<file path="src/rtl/phy_lane_rx_if.sv">
// phy_lane_rx_if: serial lane input and deserialized word outputs for one
// PHY receive lane. The slave modport is the lane receiver itself; the
// master modport is whatever feeds the serial bit and consumes the words.
interface phy_lane_rx_if;
  logic        serial_in;
  logic [31:0] data_out;
  logic        valid_out;
  logic        locked;
  logic        err_partial;
  logic [15:0] counter_bc;

  modport master (
    output serial_in,
    input  data_out,
    input  valid_out,
    input  locked,
    input  err_partial,
    input  counter_bc
  );

  modport slave (
    input  serial_in,
    output data_out,
    output valid_out,
    output locked,
    output err_partial,
    output counter_bc
  );
endinterface

</file>
<file path="src/rtl/phy_lane_rx.sv">
// phy_lane_rx: receive end of one serial PHY lane.
// Shifts in one bit per clock32 cycle (MSB first), hunts for the BC_SYM
// idle symbol, requires BC_COUNT consecutive aligned BC_SYM symbols to
// lock, then packs four data bytes per 32-bit word. BC_SYM symbols seen
// while locked are idles; one arriving mid-word discards the partial word
// and raises err_partial.
// Optional feature: define PHY_LANE_RX_BCCNT_EN to build a saturating
// 16-bit count of idle symbols seen while locked (counter_bc); otherwise
// counter_bc is tied to zero.
module phy_lane_rx #(
  parameter logic [7:0]  BC_SYM   = 8'hBC,
  parameter int unsigned BC_COUNT = 4
) (
  input  logic          clock32,
  input  logic          reset,
  phy_lane_rx_if.slave  lane
);

  typedef enum logic [1:0] {
    SEARCH = 2'd0,
    ALIGN  = 2'd1,
    LOCKED = 2'd2
  } state_t;

  localparam logic [3:0] BC_LIMIT = 4'(BC_COUNT);

  state_t      state_q,      state_d;
  logic [7:0]  sr_q,         sr_d;
  logic [2:0]  bitCnt_q,     bitCnt_d;
  logic [3:0]  bcCnt_q,      bcCnt_d;
  logic [1:0]  byteIdx_q,    byteIdx_d;
  logic [23:0] bytes_q,      bytes_d;
  logic [31:0] word_q,       word_d;
  logic        wordRdy_q,    wordRdy_d;
  logic        errRdy_q,     errRdy_d;
  logic [31:0] dataOut_q,    dataOut_d;
  logic        validOut_q,   validOut_d;
  logic        errOut_q,     errOut_d;

  logic        isBc;
  logic        strobe;
  logic [3:0]  bcCntInc;

  assign isBc     = (sr_q == BC_SYM);
  assign strobe   = (state_q != SEARCH) && (bitCnt_q == 3'd0);
  assign bcCntInc = bcCnt_q + 4'd1;

  // Next-state logic: bit shifting, byte framing, alignment/lock FSM and word assembly
  always_comb begin
    state_d   = state_q;
    sr_d      = {sr_q[6:0], lane.serial_in};
    bitCnt_d  = bitCnt_q + 3'd1;
    bcCnt_d   = bcCnt_q;
    byteIdx_d = byteIdx_q;
    bytes_d   = bytes_q;
    word_d    = word_q;
    wordRdy_d = 1'b0;
    errRdy_d  = 1'b0;

    case (state_q)
      SEARCH: begin
        bitCnt_d = 3'd0;
        if (isBc) begin
          bitCnt_d = 3'd1;
          bcCnt_d  = 4'd1;
          if (BC_LIMIT == 4'd1) begin
            state_d   = LOCKED;
            byteIdx_d = 2'd0;
          end else begin
            state_d = ALIGN;
          end
        end
      end

      ALIGN: begin
        if (strobe) begin
          if (isBc) begin
            bcCnt_d = bcCntInc;
            if (bcCntInc == BC_LIMIT) begin
              state_d   = LOCKED;
              byteIdx_d = 2'd0;
            end
          end else begin
            state_d = SEARCH;
            bcCnt_d = 4'd0;
          end
        end
      end

      LOCKED: begin
        if (strobe) begin
          if (isBc) begin
            if (byteIdx_q != 2'd0) begin
              errRdy_d  = 1'b1;
              byteIdx_d = 2'd0;
            end
          end else begin
            case (byteIdx_q)
              2'd0: bytes_d[23:16] = sr_q;
              2'd1: bytes_d[15:8]  = sr_q;
              2'd2: bytes_d[7:0]   = sr_q;
              default: begin
                word_d    = {bytes_q, sr_q};
                wordRdy_d = 1'b1;
              end
            endcase
            byteIdx_d = byteIdx_q + 2'd1;
          end
        end
      end

      default: begin
        state_d = SEARCH;
        bcCnt_d = 4'd0;
      end
    endcase
  end

  // Output stage: publish a finished word or a discard flag one cycle after the strobe
  always_comb begin
    validOut_d = wordRdy_q;
    errOut_d   = errRdy_q;
    dataOut_d  = wordRdy_q ? word_q : dataOut_q;
  end

  // State and datapath registers, cleared immediately by reset
  always_ff @(posedge clock32 or posedge reset) begin
    if (reset) begin
      state_q    <= SEARCH;
      sr_q       <= 8'd0;
      bitCnt_q   <= 3'd0;
      bcCnt_q    <= 4'd0;
      byteIdx_q  <= 2'd0;
      bytes_q    <= 24'd0;
      word_q     <= 32'd0;
      wordRdy_q  <= 1'b0;
      errRdy_q   <= 1'b0;
      dataOut_q  <= 32'd0;
      validOut_q <= 1'b0;
      errOut_q   <= 1'b0;
    end else begin
      state_q    <= state_d;
      sr_q       <= sr_d;
      bitCnt_q   <= bitCnt_d;
      bcCnt_q    <= bcCnt_d;
      byteIdx_q  <= byteIdx_d;
      bytes_q    <= bytes_d;
      word_q     <= word_d;
      wordRdy_q  <= wordRdy_d;
      errRdy_q   <= errRdy_d;
      dataOut_q  <= dataOut_d;
      validOut_q <= validOut_d;
      errOut_q   <= errOut_d;
    end
  end

  assign lane.data_out    = dataOut_q;
  assign lane.valid_out   = validOut_q;
  assign lane.err_partial = errOut_q;
  assign lane.locked      = (state_q == LOCKED);

`ifdef PHY_LANE_RX_BCCNT_EN
  logic [15:0] bcTotal_q, bcTotal_d;
  logic        bcIdle;

  assign bcIdle = (state_q == LOCKED) && strobe && isBc;

  // Saturating count of idle symbols received while locked
  always_comb begin
    bcTotal_d = bcTotal_q;
    if (bcIdle && (bcTotal_q != 16'hFFFF)) begin
      bcTotal_d = bcTotal_q + 16'd1;
    end
  end

  // Idle counter register, cleared only by reset
  always_ff @(posedge clock32 or posedge reset) begin
    if (reset) begin
      bcTotal_q <= 16'd0;
    end else begin
      bcTotal_q <= bcTotal_d;
    end
  end

  assign lane.counter_bc = bcTotal_q;
`else
  assign lane.counter_bc = 16'h0000;
`endif

endmodule

</file>
<file path="src/flat_wrapper.sv">
// flat-port wrapper written by rule: the top's interface ports become plain ports
module phy_lane_rx_flat 
#(
  parameter logic [7:0]  BC_SYM   = 8'hBC,
  parameter int unsigned BC_COUNT = 4
)
  (clock32, reset, lane_serial_in, lane_data_out, lane_valid_out, lane_locked, lane_err_partial, lane_counter_bc);
  phy_lane_rx_if lane_i ();
  input  logic clock32;
  input  logic reset;
  input wire logic [$bits(lane_i.serial_in)-1:0] lane_serial_in;
  output wire logic [$bits(lane_i.data_out)-1:0] lane_data_out;
  output wire logic [$bits(lane_i.valid_out)-1:0] lane_valid_out;
  output wire logic [$bits(lane_i.locked)-1:0] lane_locked;
  output wire logic [$bits(lane_i.err_partial)-1:0] lane_err_partial;
  output wire logic [$bits(lane_i.counter_bc)-1:0] lane_counter_bc;
  assign lane_i.serial_in = lane_serial_in;
  assign lane_data_out = lane_i.data_out;
  assign lane_valid_out = lane_i.valid_out;
  assign lane_locked = lane_i.locked;
  assign lane_err_partial = lane_i.err_partial;
  assign lane_counter_bc = lane_i.counter_bc;
  phy_lane_rx #(.BC_SYM(BC_SYM), .BC_COUNT(BC_COUNT)) u_core (.clock32(clock32), .reset(reset), .lane(lane_i));
endmodule
</file>
<file path="config.mk">
export PLATFORM = sky130hd
export DESIGN_NAME = phy_lane_rx_flat
export DESIGN_NICKNAME = d
export VERILOG_FILES = /design/src/rtl/phy_lane_rx_if.sv /design/src/rtl/phy_lane_rx.sv /design/src/flat_wrapper.sv
export SDC_FILE = /design/constraint.sdc
export NUM_CORES = 1
export LEC_CHECK = 0
export CORE_ASPECT_RATIO = 0.9
export CORE_MARGIN = 3
export CORE_UTILIZATION = 60
export CTS_CLUSTER_SIZE = 24
export DETAILED_ROUTE_END_ITERATION = 12
export PLACE_DENSITY = 0.94
export SLEW_MARGIN = 0
export SYNTH_ARGS = -nofsm -noshare
export SYNTH_HDL_FRONTEND = slang
export SYNTH_SLANG_ARGS = --single-unit
</file>
<file path="constraint.sdc">
create_clock -name clock32 -period 8.4 [get_ports clock32]
set_input_delay 1.68 -clock clock32 [delete_from_list [all_inputs] [get_ports clock32]]
set_output_delay 1.68 -clock clock32 [all_outputs]
set_load 0.005 [all_outputs]
</file>
==> results.toml <==
[clock_network]
cts_hold_buf = 0
clk_latency_ns = 0.37
clkTransAtPathRegs_ns = 0.10
numCtsBuffers = 9
clock_path_buffers = 2
cts_tree = "done"
cts-root-buf = "clkbuf_8"
cts_max_level = 3
post_cts_buffers = 0
clock-sinks = 111
post_cts_resized = 0

[floorplanning]
rows = 29
io-pin-count = 54
start_util_pct = 63.56
die_h_um = 88.97
die-area_um2 = 8736
fp.coreArea_um2 = 7221
fp.dieW_um = 98.19

[timing]
rsz0062_at_grt = "no"
tns_ns = 0
finalHoldViolations = 0
final_max_slew_viol_count = 0
skew_ns = 0.01493
period_needed_ns = 3.313
fmax_mhz = 301.8
max_slew.worst_pin.slew_ns = 0.8918
period_share_pct = 39.44
setup_viol = 0
relSlewSlack_pct = 40.54

[place]
dp_hpwl_um = 4979
portBuffers = 37
place_inst = 422
place_congestion = 0.8325

[worst_setup_path]
cp.required_ns = 6.72
cp_max_fo = 10
crit_type = "reg -> out"
cp_slowest_cell = "clkdlybuf4s50_1"
cp.arrival_ns = 1.63
crit_path_end_kind = "output pin"
rr_startpoint = "u_core.bitCnt_q[0]$_DFF_PP0_"
r2r_slack_ns = 6.26
startpoint_type = "flop"
path_cells = "nor2b_1 > clkdlybuf4s50_1"
critPathMaxStageDelay_ns = 0.54
startpoint = "u_core.state_q[0]$_DFFE_PP0P_"

[detailed_routing]
vias_per_cell = 5.450
avgRoutedWirePerCell_um = 17.09
drtPass1Iterations = 4
drtIter0Drc = 121
drcViolationCount = 0
totalWireLength_um = 7487
final_antenna_net_count = 0
vias = 2387

[power]
leakagePower_nw = 2.618
power.internal_w = 0.0006837
swShare_pct = 22.73
pwr-share-comb_pct = 2.0
ir_drop_mv = 0.1267
power.clock.fraction_pct = 36.4
switchingPower_w = 0.0002012
seqPwrFrac_pct = 61.6
p_per_area_nw_per_um2 = 171.1

[min_path]
min_path_type = "reg -> reg"
min_from = "u_core.errOut_d$_DFF_PP0_"

[yosys]
synth_area_leader_cell = "dfrtp_1"
syn_area_um2 = 4589
synth.avg_cell_area_um2 = 15.30
ys.flop_type = "dfrtp_1"
ys_types = 40
synth-async-reset-ratio_pct = 100.0
ys_seq_area_share_pct = 60.52
yosysTopAreaCellShare_pct = 60.52
ys_warn_count = 0
synth-edff-count = 0
ys_ff_latch = 111
synth_cells = 300
ys_top_cells_by_area = "dfrtp_1 (61%), mux2_2 (14%), mux2_4 (9.5%)"

[finish]
final_cells = 438
n_fill_cell = 473
postLayoutCoreUtil_pct = 71.62
antenna_cells = 0
regArea_um2 = 2778
drive_gt1_share_pct = 32.75
fin_nets = 351
syn_to_final_growth_pct = 12.68
multiInputGateArea_um2 = 1649

[grt]
track_usage_pct = 19.11
grt-ovfl-total = 0
grt_pass1_vias = 2543
grt_pass1_wl_um = 12900
antenna_found_initial = 0
grt_max_degree = 75

[run_status]
status = "finished, final reports clean"

[flow_run]
max-cap-violations = 0
[final cells by class]
cell class,count,share of cell area (%)
clock inverter,6,1.452
sequential,111,53.71
inverter,10,0.7743
clock buffer,10,2.468
tap,93,2.250
multi-input combinational,169,31.89
timing repair buffer,39,7.452
[cells in the final DEF, fill, tap and decap left out, types with 2 or more instances in the layout]
cell               n
nand2_1            4
o21ai_0            3
a31oi_1            4
nor3_1             3
clkbuf_8           9
mux2_4            29
nand3_1            4
mux2i_1            3
nor2b_1            2
dfrtp_1          111
ha_1               8
a21oi_1            2
nor2_1             7
o22a_1             2
inv_1              9
inv_6              2
nand4bb_1          2
mux2_2            59
buf_4              2
clkdlybuf4s50_1   37
nand2b_1           2
conb_1            16
nand2_2            3
[critical path: cells and delay by family (launching register included)]
| kind | cells | cell delay [ns] |
|---|---|---|
| simple gates | 1 | 0.23 |
| flops | 1 | 0.50 |
| buf+inv | 1 | 0.54 |
[worst paths after layout]
kind                                                     end  cells after the start
setup / recovery                                 lane_locked                      2
hold / removal             u_core.lane.err_partial$_DFF_PP0_                      0
setup reg to reg               u_core.word_q[15]$_DFFE_PP0P_                      6
hold reg to reg            u_core.lane.err_partial$_DFF_PP0_                      0
max in group asynchronous           u_core.sr_q[7]$_DFF_PP0_                      3
min in group asynchronous      u_core.word_q[21]$_DFFE_PP0P_                      2
[state kept, by name (all words and copies together) (netlist names)]
register	cells
u_core.bytes_q	24
u_core.lane.data_out	32
u_core.errOut_d	1
u_core.byteIdx_q	2
u_core.sr_q	8
u_core.bcCnt_q	4
u_core.bitCnt_q	3
u_core.lane.valid_out	1
u_core.lane.err_partial	1
u_core.validOut_d	1
u_core.state_q	2
u_core.word_q	32
[cell families after synthesis]
family	after synthesis	synth area share [%]
DFF	111	60.52
muxes	91	24.62
and+or+nand+nor	35	4.744
buffers and inverters	35	4.771
AOI/OAI and AO/OA	18	2.890
adders and majority gates	8	2.181
other	1	0.08171
xor gates and xnor gates	1	0.1909
[power by group through the flow]
stage          sequential (W)  combinational, W  clock, W
6_report             0.000545         0.0000176  0.000322
5_1_grt              0.000546         0.0000209  0.000352
4_1_cts              0.000545         0.0000182  0.000332
3_5_place_dp         0.000555         0.0000178         0
3_3_place_gp         0.000555         0.0000172         0
2_1_floorplan        0.000552         0.0000188         0
[stage by stage]
step	hold WS, ns	total power (W)	instance area [um^2]	setup slack [ns]
2_1_floorplan	0.3312	0.0005706	4646	3.789
3_3_place_gp	0.3436	0.0005718	4969	5.054
3_5_place_dp	0.3404	0.0005730	4969	5.001
4_1_cts	0.3644	0.0008949	5171	5.069
5_1_grt	0.3663	0.0009188	5171	4.955
6_report	0.3603	0.0008849	5171	5.087
[cell usage after synthesis, types with 3 or more instances]
master and n:
dfrtp_1 111, mux2_2 59, mux2_4 29, buf_4 17, inv_1 10, ha_1 8, nor2_1 7, a31oi_1 4
nand2_1 4, nand3_1 4, buf_1 3, buf_6 3, mux2i_1 3, nand2_2 3, nor3_1 3, o21ai_0 3
[per-layer routing]
| layer | track usage [%] | share of wire, % | up-vias |
|---|---|---|---|
| met5 | 0 | 0 | - |
| met4 | 5.831 | 1.5 | 0 |
| met1 | 24.65 | 44 | 1210 |
| met3 | 5.070 | 4.9 | 12 |
| li1 | - | - | 1101 |
| met2 | 32.57 | 50 | 64 |
No activity file was read; power rests on OpenSTA's default activity.
==> patch 1, RTL diff (same flow settings) <==
Build with the macro `PHY_LANE_RX_BCCNT_EN` defined.
--- a/src/rtl/phy_lane_rx.sv
+++ b/src/rtl/phy_lane_rx.sv
@@ -9,2 +9,4 @@
 // counter_bc is tied to zero.
+`define PHY_LANE_RX_BCCNT_EN
+
 module phy_lane_rx #(
Behaviour: no difference found for any inputs over 10 cycles, from zero or initial values and one cycle with reset high; that may be too few to reach the edited logic, so the function may still have changed.
==> patch 1 against the unedited design <==
Design area rose by 23%; routed wire length rose by 44%; sequential share of layout area is 3.9 points lower; setup slack worse by 160 ps; non-clock buffer count increased by 16; area after synthesis up 12%; critical path type unchanged; via count is 33% higher; sequential cell count is 16 higher; total power increased by 59%; combinational power increased by 44%.
==> patch 1: results (changes against the unedited design) <==
Status
  • Status: completed

Final layout
  • Seq area share: 49.8% (-3.9 points)
  • Final-layout clock buffer total: 18 (+8)
  • Non-clock buffer share of cell area: 8.55% (+1.1 points)
  • Area of the multi-input gates: 1840 um2 (+12%)
  • Final standard cell area without fillers: 6380 um2 (+23%)
  • Fill cell total of the finished layout: 431 (-8.9%)
  • Proportion of layout cells with a drive suffix above 1: 29.7% (-3.0 points)
  • Number of nets in the layout: 432 (+23%)
  • Inverters, non-clock: 12 (+2)
  • Clk cell area share: 9.71% (+5.8 points)
  • Multi-Input Combinational: 208 (+23%)
  • Count of buffers not belonging to the clock network in the layout: 55 (+41%)

Detailed routing
  • Detailed Route Iter0 Violations: 179 (+48%)
  • Vias: 3184 (+33%)
  • Routed wirelength normalized by instance count: 19.7 um (+15%)
  • Number of optimization iterations in the first detailed-route pass: 5 (+1)
  • Detailed-routing wirelength on met1: 4550 um (+39%)

Synthesis
  • Portion of the post-synthesis area used by sequential elements: 61.9% (+1.3 points)
  • Synth cell types: 41 (+2.5%)
  • Mean post-synth cell area: 14.3 um2 (-6.7%)
  • Post-synth top cells: dfrtp_1, mux2_2, nand3_1
  • Cells taking the most area after synthesis: dfrtp_1, mux2_2, ha_1

Pwr
  • Fraction of power spent switching nets: 20.8% (-1.9 points)
  • Power dissipated in sequential cells: 0.000623 W (+14%)
  • Pwr per Cell Area: 220 nW/um2 (+29%)
  • Power in combinational cells: 0.0000254 W (+44%)
  • Worst-case vdd ir drop: 0.202 mV (+60%)

GRT
  • Met1 global-route usage: 30.2% (+5.5 points)
  • Met3 usage: 5.84% (+0.77 points)
  • Largest net degree at the start of global routing: 84 (+12%)
  • GR Util All Layers: 23.8% (+4.7 points)
  • Met2 Resource Use GR: 40.4% (+7.8 points)

Die
  • Placement Rows: 31 (+6.9%)

Placed design
  • Total placed instance area: 5760 um2 (+16%)
  • Number of instances in the placed design: 517 (+23%)
  • Number of port buffers: 53 (+43%)
  • Placement Setup Slack: 4790 ps (-211 ps)
  • HPWL reported at the end of detailed placement: 6360 um (+28%)
  • Routability Congestion: 0.818 (-1.8%)

Timing
  • Worst-margin pin slew: 1170 ps (+276 ps)
  • Final clock skew: 7.91 ps (-7.02 ps)

Critical path
  • Max FO, Critical Path: 9 (-1)
  • Arrival time worst endpoint: 1790 ps (+160 ps)
  • Maximum single-stage delay on the critical path: 490 ps (-50 ps)

CTS
  • Number of buffers created by CTS: 17 (+8)
  • CTS sink count: 127 (+14%)
  • Number of H-tree branching levels: 4 (+1)
  • Clock latency on the worst-skew pair: 520 ps (+150 ps)
==> patch 1: cells by family after synthesis <==
logic type / after synthesis / share of synthesized area [%]
compound gates: 31 / 4.31
xor+xnor: 14 / 2.39
fa+ha+maj: 8 / 1.95
buf+inv: 25 / 2.26
flops: 127 / 61.9
mux: 91 / 19.9
simple gates: 64 / 7.31
==> patch 1: worst paths after layout <==
| kind | to | slack [ps] | cells past startpoint |
|---|---|---|---|
| setup / recovery | lane_locked | 4930 | 3 |
| hold / removal | u_core.lane.err_partial$_DFF_PP0_ | 350 | 0 |
| setup reg to reg | u_core.word_q[16]$_DFFE_PP0P_ | 5680 | 4 |
| hold reg to reg | u_core.lane.err_partial$_DFF_PP0_ | 350 | 0 |
| max in group asynchronous | u_core.lane.data_out[23]$_DFFE_PP0P_ | 5430 | 3 |
| min in group asynchronous | u_core.lane.data_out[12]$_DFFE_PP0P_ | 1580 | 2 |
==> patch 2, RTL diff (same settings) <==
Without the edit above. Re-encode `state_t` (3 states) as one-hot, 3 bits wide.
--- a/src/rtl/phy_lane_rx.sv
+++ b/src/rtl/phy_lane_rx.sv
@@ -18,6 +18,6 @@
 
-  typedef enum logic [1:0] {
-    SEARCH = 2'd0,
-    ALIGN  = 2'd1,
-    LOCKED = 2'd2
+  typedef enum logic [2:0] {
+    SEARCH = 3'b001,
+    ALIGN  = 3'b010,
+    LOCKED = 3'b100
   } state_t;
Check against the original RTL: no difference found for any inputs over 10 cycles, from zero or initial values and one cycle with reset high; not proved beyond that.
==> patch 2 against the unedited design <==
Design area up 1.3%; routed wire length up 8.5%; critical endpoint unchanged; register-to-register slack worse by 230 ps; via count up 4.6%; sequential cell count up 1; largest cell class unchanged; total power down 2.1%; setup slack worse by 250 ps; synthesized cell count up 3.7%; area after synthesis up 1.6%; non-clock buffer count unchanged; final cell count up 2.7%; clock skew down 4.9 ps; combinational power down 8%.
==> patch 2: results (changes against the unedited design) <==
Status
  • Status: completed

Synthesis
  • Synth Area in Compound Gates: 4.43% (+1.5 points)
  • Portion of the post-synthesis area used by sequential elements: 60.2% (-0.36 points)
  • Multiplexer share of the synthesized area: 23.1% (-1.5 points)
  • Post-synth top cells: dfrtp_1, mux2_2, mux2_4
  • Adder and majority gate portion of the synthesized area: 2.15% (-0.033 points)

Pwr
  • Worst-case vdd ir drop: 0.111 mV (-12%)

Critical path
  • Slack of the worst reg-to-reg path: 6030 ps (-230 ps)
  • R2R Path Start: u_core.state_q[2]$_DFFE_PP0P_
  • Max FO, Critical Path: 8 (-2)

GRT
  • Met1 global-route usage: 26.8% (+2.2 points)
  • Met2 Resource Use GR: 33.4% (+0.78 points)
  • Met3 usage: 5.71% (+0.64 points)
  • Via count of the first global-routing pass: 2596 (+2.1%)

Placed design
  • Total placed instance area: 5050 um2 (+1.6%)
  • HPWL reported at the end of detailed placement: 5470 um (+9.8%)
  • Number of instances in the placed design: 434 (+2.8%)
  • Routability Congestion: 0.918 (+10%)
  • Placement Setup Slack: 4970 ps (-33.0 ps)

Detailed routing
  • Detailed Route Iter0 Violations: 145 (+20%)
  • Routed wirelength normalized by instance count: 18.0 um (+5.6%)
  • Number of optimization iterations in the first detailed-route pass: 5 (+1)
  • Detailed Route WL: 8120 um (+8.5%)

Timing
  • Headroom to the max-slew limit: 47.1% (+6.6 points)

Final layout
  • Number of nets in the layout: 363 (+3.4%)
patch 2: final cells by class:
class / instances / area [um2]
clock buffers: 10 / 138
multi-input cells: 180 / 1700
flip-flops and latches: 112 / 2800
well taps: 93 / 116
inverters: 10 / 40.0
clock inverters: 6 / 51.3
repair buffers: 39 / 385
fillers: 449 / 2060
patch 2: worst max-delay path by stage:
stage	endpoint	slack, ps
after global placement	u_core.errOut_d$_DFF_PP0_	5020
after CTS	lane_locked	4840
after global routing	lane_locked	4770
after floorplan	u_core.bcCnt_q[0]$_DFFE_PP0P_	3760
final	lane_locked	4830
after detailed placement	u_core.errOut_d$_DFF_PP0_	4970
patch 2: cell families (layout without fill, tap and decap cells):
family	count (synthesis)	in the layout
AOI/OAI and AO/OA	28	28
adders and majority gates	8	8
xor gates and xnor gates	2	2
muxes	86	86
buffers and inverters	34	65
and+or+nand+nor	40	40
DFF	112	112
other	1	16
patch 2: per-stage QoR:
| stage | util [%] | power (W) |
|---|---|---|
| final | 71.8 | 0.000866 |
| after global routing | 71.8 | 0.000901 |
| after CTS | 71.8 | 0.000875 |
| after detailed placement | 69.2 | 0.000574 |
| after global placement | 69.2 | 0.000573 |
| after floorplan | - | 0.000572 |
patch 2: critical path, stage by stage, from the launching register on:
cell,delay [ps]
dfrtp_1,450
or3b_4,440
inv_1,120
clkdlybuf4s50_1,510
patch 2: where the power goes:
group | total (W) | switching (W) | internal (W) | leakage, nW
sequential | 0.000547 | 0.00000518 | 0.000541 | 1.54
combinational | 0.0000162 | 0.0000135 | 0.00000271 | 1.06
clock | 0.000304 | 0.000183 | 0.000120 | 0.0987
total | 0.000866 | 0.000202 | 0.000664 | 2.70
patch 2: layer usage:
| metal | wire length, um | vias up |
|---|---|---|
| met5 | 0 | - |
| met4 | 76 | 0 |
| met3 | 352 | 8 |
| met2 | 4030 | 63 |
| met1 | 3660 | 1280 |
| li1 | - | 1145 |
